File: src/rtl/logic_arb_pkg.sv
// Shared definitions for the two-requester logic-unit arbiter.
// Holds the operation encoding, the FSM state encoding and the requester count.
package logic_arb_pkg;

  localparam int NUM_REQ = 2;

  typedef enum logic [1:0] {
    OP_AND = 2'b00,
    OP_OR  = 2'b01,
    OP_XOR = 2'b10,
    OP_NOR = 2'b11
  } op_e;

  typedef enum logic {
    ST_IDLE = 1'b0,
    ST_RESP = 1'b1
  } state_e;

endpackage

File: src/rtl/logic_op_unit.sv
// Shared combinational bitwise unit: y = a <op> b over the full width.
module logic_op_unit
  import logic_arb_pkg::*;
#(
  parameter int WIDTH = 32
) (
  input  op_e              op,
  input  logic [WIDTH-1:0] a,
  input  logic [WIDTH-1:0] b,
  output logic [WIDTH-1:0] y
);

  // Select the bitwise function; no carries, so the result keeps WIDTH bits.
  always_comb begin
    y = a & b;
    case (op)
      OP_AND:  y = a & b;
      OP_OR:   y = a | b;
      OP_XOR:  y = a ^ b;
      OP_NOR:  y = ~(a | b);
      default: y = a & b;
    endcase
  end

endmodule

File: src/rtl/logic_unit_arbiter.sv
// Round-robin arbiter sharing one bitwise logic unit between two requesters.
// The result is registered and held until the consumer takes it; a new
// request may be accepted in the same cycle the held result is consumed.
// Optional build macro LOGIC_ARB_PARITY_EN adds rsp_parity (even parity of
// the registered result).
module logic_unit_arbiter
  import logic_arb_pkg::*;
#(
  parameter int WIDTH = 32
) (
  input  logic               clk,
  input  logic               rst,
  input  logic [NUM_REQ-1:0] req_valid,
  output logic [NUM_REQ-1:0] req_ready,
  input  logic [1:0]         req0_op,
  input  logic [1:0]         req1_op,
  input  logic [WIDTH-1:0]   req0_a,
  input  logic [WIDTH-1:0]   req0_b,
  input  logic [WIDTH-1:0]   req1_a,
  input  logic [WIDTH-1:0]   req1_b,
  output logic               rsp_valid,
  input  logic               rsp_ready,
  output logic               rsp_id,
`ifdef LOGIC_ARB_PARITY_EN
  output logic               rsp_parity,
`endif
  output logic [WIDTH-1:0]   rsp_data
);

  state_e           state_q, state_d;
  logic [WIDTH-1:0] rsp_data_q, rsp_data_d;
  logic             rsp_id_q, rsp_id_d;
  // Requester that wins when both are valid; flips to the other one on accept.
  logic             prio_q, prio_d;
`ifdef LOGIC_ARB_PARITY_EN
  logic             rsp_parity_q, rsp_parity_d;
`endif

  logic             free;
  logic             grant;
  logic             accept;
  op_e              sel_op;
  logic [WIDTH-1:0] sel_a, sel_b, unit_y;

  // Arbitration: pick the requester and steer its operands into the unit.
  always_comb begin
    free      = (state_q == ST_IDLE) || rsp_ready;
    grant     = (&req_valid) ? prio_q : ~req_valid[0];
    accept    = free && (|req_valid) && !rst;
    req_ready = '0;
    if (accept) req_ready[grant] = 1'b1;
    sel_op    = grant ? op_e'(req1_op) : op_e'(req0_op);
    sel_a     = grant ? req1_a : req0_a;
    sel_b     = grant ? req1_b : req0_b;
  end

  logic_op_unit #(.WIDTH(WIDTH)) u_op (
    .op (sel_op),
    .a  (sel_a),
    .b  (sel_b),
    .y  (unit_y)
  );

  // Next-state: capture on accept, drain to IDLE when consumed with nothing new.
  always_comb begin
    state_d    = state_q;
    rsp_data_d = rsp_data_q;
    rsp_id_d   = rsp_id_q;
    prio_d     = prio_q;
`ifdef LOGIC_ARB_PARITY_EN
    rsp_parity_d = rsp_parity_q;
`endif
    if (accept) begin
      state_d    = ST_RESP;
      rsp_data_d = unit_y;
      rsp_id_d   = grant;
      prio_d     = ~grant;
`ifdef LOGIC_ARB_PARITY_EN
      rsp_parity_d = ^unit_y;
`endif
    end else if ((state_q == ST_RESP) && rsp_ready) begin
      state_d = ST_IDLE;
    end
  end

  // State and result registers; reset drops any held result immediately.
  always_ff @(posedge clk or posedge rst) begin
    if (rst) begin
      state_q    <= ST_IDLE;
      rsp_data_q <= '0;
      rsp_id_q   <= 1'b0;
      prio_q     <= 1'b0;
`ifdef LOGIC_ARB_PARITY_EN
      rsp_parity_q <= 1'b0;
`endif
    end else begin
      state_q    <= state_d;
      rsp_data_q <= rsp_data_d;
      rsp_id_q   <= rsp_id_d;
      prio_q     <= prio_d;
`ifdef LOGIC_ARB_PARITY_EN
      rsp_parity_q <= rsp_parity_d;
`endif
    end
  end

  assign rsp_valid = (state_q == ST_RESP);
  assign rsp_id    = rsp_id_q;
  assign rsp_data  = rsp_data_q;
`ifdef LOGIC_ARB_PARITY_EN
  assign rsp_parity = rsp_parity_q;
`endif

endmodule

File: config.mk
export PLATFORM = sky130hd
export DESIGN_NAME = logic_unit_arbiter
export DESIGN_NICKNAME = d
export VERILOG_FILES = /design/src/rtl/logic_arb_pkg.sv /design/src/rtl/logic_op_unit.sv /design/src/rtl/logic_unit_arbiter.sv
export SDC_FILE = /design/constraint.sdc
export NUM_CORES = 1
export LEC_CHECK = 0
export BUFFER_PORTS_ARGS = -buffer_cell sky130_fd_sc_hd__buf_4
export CAP_MARGIN = 20
export CORE_AREA = 2 2 97 99
export CTS_CLUSTER_SIZE = 10
export DETAILED_ROUTE_END_ITERATION = 8
export DIE_AREA = 0 0 99 101
export PLACE_DENSITY = 0.82
export SYNTH_ARGS = -nofsm -noshare
export SYNTH_HDL_FRONTEND = slang
export SYNTH_SLANG_ARGS = --single-unit
File: constraint.sdc
create_clock -name clk -period 2.5 [get_ports clk]
set_input_delay 0.125 -clock clk [delete_from_list [all_inputs] [get_ports clk]]
set_output_delay 0.125 -clock clk [all_outputs]
set_load 0.05 [all_outputs]
# Word level (Yosys, flattened, before mapping)
# Index checks and enable logic that the tools add are counted.
# W data, S select, Z words.
# totals
in_bits	137
memories	0
output_inout_bits	36
elab_cells	36
ram_bits	0
mem_bits_ro	0
reg_bits	35
latch_bits	0
# op_classes
n_bitwise	7
mul	0
n_addsub	0
n_div	0
eq_ne	3
order_cmp	2
n_reduce_logical	10
shifts	0
muxes	10
# ops
operator	count
$pmux W32 S4	1
$mux W32	2
$and A32 B32 Y32	1
$not A32 Y32	1
$or A32 B32 Y32	1
$xor A32 B32 Y32	1
$eq A2 B2 Y1 const B	2
$logic_and A1 B1 Y1	4
$mux W1	4
$mux W2	2
$not A1 Y1	3
$eq A2 B1 Y1 const B	1
$logic_not A2 Y1	1
$lt A1 B2 Y1 const B	1
$reduce_and A2 Y1	1
$reduce_bool A2 Y1	1
$reduce_or A2 Y1	1
$demux W1 S1	1
$ge A1 B1 Y1 const B	1
$logic_not A1 Y1	1
$logic_or A1 B1 Y1	1

# Depth between registers and ports, before layout
# depth
depth_word	7
mapped_depth	10
depth_no_buf	8

# By module
# From an unflattened synthesis, not the netlist that was laid out.
# unflattened
cells_unflattened	460
hier_area_um2	4299.1
# by_module_without_submodules
mod	cells_per_inst	n_inst	seq_area_each_um2	area_each_um2
logic_unit_arbiter	155	1	875.8	2177.1
logic_op_unit	305	1	0.0	2122.0

# Worst setup path after synthesis
# No wires, ideal clock.
# synth_path
path_kind	reg2reg
start	register state_q (netlist: rsp_valid)
end	register rsp_id_q (netlist: rsp_id)
setup_time_ps	183
path_slack_ps	213
synth_period_minus_slack_ps	2287
path_stages_with_launch	4
arrival_ps	2104
required_ps	2317
n_path_buf	0
path_cell_list	dfrtp_1 -> nor2b_2 -> nor3_1 -> nor2_1
# synth_between
elab_chain_cells	4
# synth_rtl
item	line	source
start, declared	logic_unit_arbiter.sv:30	state_e state_q, state_d;
start signal, assigned	logic_unit_arbiter.sv:97	state_q <= state_d;
$not A1 Y1	logic_unit_arbiter.sv:47	free = (state_q == ST_IDLE) || rsp_ready;
$logic_or A1 B1 Y1	logic_unit_arbiter.sv:47	
$logic_and A1 B1 Y1 (2 in a row)	logic_unit_arbiter.sv:49	accept = free && (|req_valid) && !rst;
end signal, assigned	logic_unit_arbiter.sv:99	rsp_id_q <= rsp_id_d;
end, declared	logic_unit_arbiter.sv:32	logic rsp_id_q, rsp_id_d;
# No other way between the ends.
# A chain may end at the register's enable or synchronous reset.

# Final worst setup path
# layout_path
start	register prio_q
end	register rsp_data_q[29] (netlist: rsp_data[29])
# layout_between
elab_chain_cells	5
elab_cells_between_ends	13
cone_classes	eq/ne (3); mux (5); bitwise (4); reduce/logical (1)
# layout_rtl
item	line	source
start, declared	logic_unit_arbiter.sv:34	logic prio_q, prio_d;
start signal, assigned	logic_unit_arbiter.sv:100	prio_q <= prio_d;
$mux W1 (*)	logic_unit_arbiter.sv:48	grant = (&req_valid) ? prio_q : ~req_valid[0];
$mux W32, on equally long branches	logic_unit_arbiter.sv:53, logic_unit_arbiter.sv:54	
$or A32 B32 Y32	logic_op_unit.sv:18, logic_op_unit.sv:20	
$not A32 Y32	logic_op_unit.sv:20	OP_NOR: y = ~(a | b);
$pmux W32 S4 (*)	logic_op_unit.sv:16	case (op)
end signal, assigned	logic_unit_arbiter.sv:98	rsp_data_q <= rsp_data_d;
end, declared	logic_unit_arbiter.sv:31	logic [WIDTH-1:0] rsp_data_q, rsp_data_d;
# Every way passes the cells marked *; elsewhere a longest branch is shown, timed or not.

==> summary.txt <==
Worst slew pin tran = 0.738 ns
CTS tree = yes
Nets@finish = 933
CP arrival = 2.38 ns
Final Cell Area = 0.00592 mm2
Ant. Diodes = 0
First-pass GRT wire length = 21700 um
CTS Sinks = 35
Final Setup Violations = 0
Unique cell type count in the Yosys netlist = 25
Post-synth EDFFs = 0
Routed vias/inst = 5.52
Maxcap violations = 0
Worst setup SP type = register
Main flop type after synthesis = dfrtp_1
Syn_area_per_cell = 7.73 um2
Worst path max stage delay = 0.71 ns
FF+latch count, synth = 35
Slew HR = 0.508
Asr flop ratio synth = 1.00
Site row count = 35
Largest net degree at the start of global routing = 52
Post-Syn Instances = 577
Core area = 0.00898 mm2
Total wire length = 13300 um
Initial antenna violation count = 0
Crit-path max FO = 51
Setup ws final = 0.316 ns
Worst Clk Skew = 0.00635 ns
CTS H-tree depth = 2
Synth area leader = dfrtp_1
Mapped cell area = 0.00446 mm2
Die width = 99 um
Setup_tns = 0 ns
Total track usage = 0.265
Die area = 0.0100 mm2
Vias = 4651
Hold violation count in the final report = 0
Syn. warnings = 0
Max Fclk = 458 MHz
Worst EP required = 2.69 ns
Die Ht = 101 um
Slew Limit Fails = 0
Max VDD drop = 0.000301 V
Final HPWL DP = 9850 um
Avg WL per Cell = 15.8 um
Vias in the first global route = 4734
Max clock buf depth = 2
Post-placement setup slack = 0.348 ns
DRC = 0
Synth cell count leaders = 194 x nand2_1, 66 x inv_1, 64 x ha_1, 64 x xnor2_1, 35 x dfrtp_1
Global route total overflow = 0
Top cells by area, synth = dfrtp_1 20%, ha_1 18%, nand2_1 16%
Clk slew on worst S/H paths = 0.07 ns
Hold Path Class = input port to register
Remaining antenna violation count after routing = 0
Pwr Density = 517 mW/mm2
Area grow syn2layout = 32.8%
Initial Utilization = 0.497
Status = finished clean
CP Cell Sequence = a21boi_4, buf_12, mux2_2, nand2_1, a32oi_1
P_leak = 3.11 nW
Initial DRC Count = 177
CTS buffer count = 5
Detailed Routing Iterations Pass 1 = 5
Final GP Congestion = 0.804
Area after DPL = 0.00584 mm2
Root buffer cell = clkbuf_8
Unrepaired setup endpoints after global routing = no
Count leader, synth = nand2_1
Port Buf Inserts = 172
Io pins = 173
Cells after DPL = 835
Layout cells sized above 1 = 0.272
Clock Latency Late Sink = 0.29 ns
Tcrit/Tclk final = 0.874
CP max stage cell = mux2_2
WS Path Type = register to register
Mapped Nets = 778
Post-layout util = 0.660
Final Non-Filler Cells = 842
Endpoint class of the critical path = register
Register area share after synthesis = 0.196
Post-synth top area share = 0.196
Tmin final = 2.18 ns
[sequential cells by signal, indices dropped and copies added, names as in the netlist]
signal     flops
prio_q         1
rsp_data      32
rsp_id         1
rsp_valid      1
[cell families (layout without fill, tap and decap cells)]
| logic type | count (synthesis) | count (layout) | share of synthesized area |
|---|---|---|---|
| simple gates | 205 | 205 | 0.180 |
| buf+inv | 107 | 261 | 0.106 |
| compound gates | 68 | 68 | 0.136 |
| fa+ha+maj | 64 | 64 | 0.180 |
| xor+xnor | 64 | 64 | 0.126 |
| flops | 35 | 35 | 0.196 |
| mux | 34 | 34 | 0.0766 |
[per-layer routing]
metal / global-route usage / wire length (um) / vias to the layer above / part of all wire
li1: - / - / 2217 / -
met4: 0.0938 / 293 / 0 / 0.022
met5: 0 / 0 / - / 0
met3: 0.0354 / 843 / 24 / 0.063
met2: 0.488 / 6910 / 197 / 0.52
met1: 0.314 / 5290 / 2213 / 0.40
[critical path, delay by kind of cell (launching register included)]
family | cells | cell delay [ns]
AO/OA/AOI/OAI | 2 | 0.47
buffers and inverters | 1 | 0.29
flip-flops | 1 | 0.44
multiplexers | 1 | 0.71
AND/OR/NAND/NOR | 1 | 0.16
[worst paths after layout]
kind                                                from                  endpoint  slack (ns)  cells past startpoint
worst min-delay path                           rsp_ready     rsp_valid$_DFFE_PP0P_        0.17                      3
worst max register to register        prio_q$_DFFE_PP0P_  rsp_data[29]$_DFFE_PP0P_        0.32                      5
min in group asynchronous                            rst     rsp_valid$_DFFE_PP0P_        0.53                      3
max in group asynchronous                            rst  rsp_data[20]$_DFFE_PP0P_        1.33                      4
worst max-delay path                  prio_q$_DFFE_PP0P_  rsp_data[29]$_DFFE_PP0P_        0.32                      5
worst min register to register  rsp_data[23]$_DFFE_PP0P_  rsp_data[23]$_DFFE_PP0P_        0.52                      2
[final cells by class]
class                   instances  area (um2)
multi-input cells             435        3130
fillers                       736        3050
repair buffers                189        1460
flip-flops and latches         35         876
inverters                      66         248
well taps                     111         139
clock buffers                   6        72.6
[power breakdown]
group	switching, W	leakage, nW	internal (W)	total, W
Sequential	0.0000902	0.423	0.000696	0.000787
Clock	0.000216	0.0371	0.000186	0.000403
Combinational	0.00116	2.65	0.000717	0.00187
Total	0.00146	3.11	0.00160	0.00306
[placed cells by master (no fill, tap or decap), types with 2 or more instances in the layout]
cell type  netlist  final
dfrtp_1         35     35
buf_4            3    185
buf_12           0      3
nand2_1        194    194
ha_1            64     64
a32oi_1         32     32
o221ai_1        32     32
nor3_4           1      2
nor2_1           4      4
clkbuf_8         0      5
xnor2_1         64     64
inv_1           66     66
mux2i_1         33     32
[stage by stage]
| step | total power, W | hold WS, ns |
|---|---|---|
| after detailed placement | 0.00267 | 0.305 |
| after floorplan | 0.00205 | 0.279 |
| after global placement | 0.00259 | 0.295 |
| final | 0.00306 | 0.167 |
| after global routing | 0.00324 | 0.197 |
| after CTS | 0.00307 | 0.167 |
[repair_timing]
item                                   4_1_cts  5_1_grt
setup buffers                                0        0
gates resized for setup                      0        0
endpoints found under the hold margin       14        0
hold buffers                                 1        0
No activity file was read; power rests on OpenSTA's default activity.
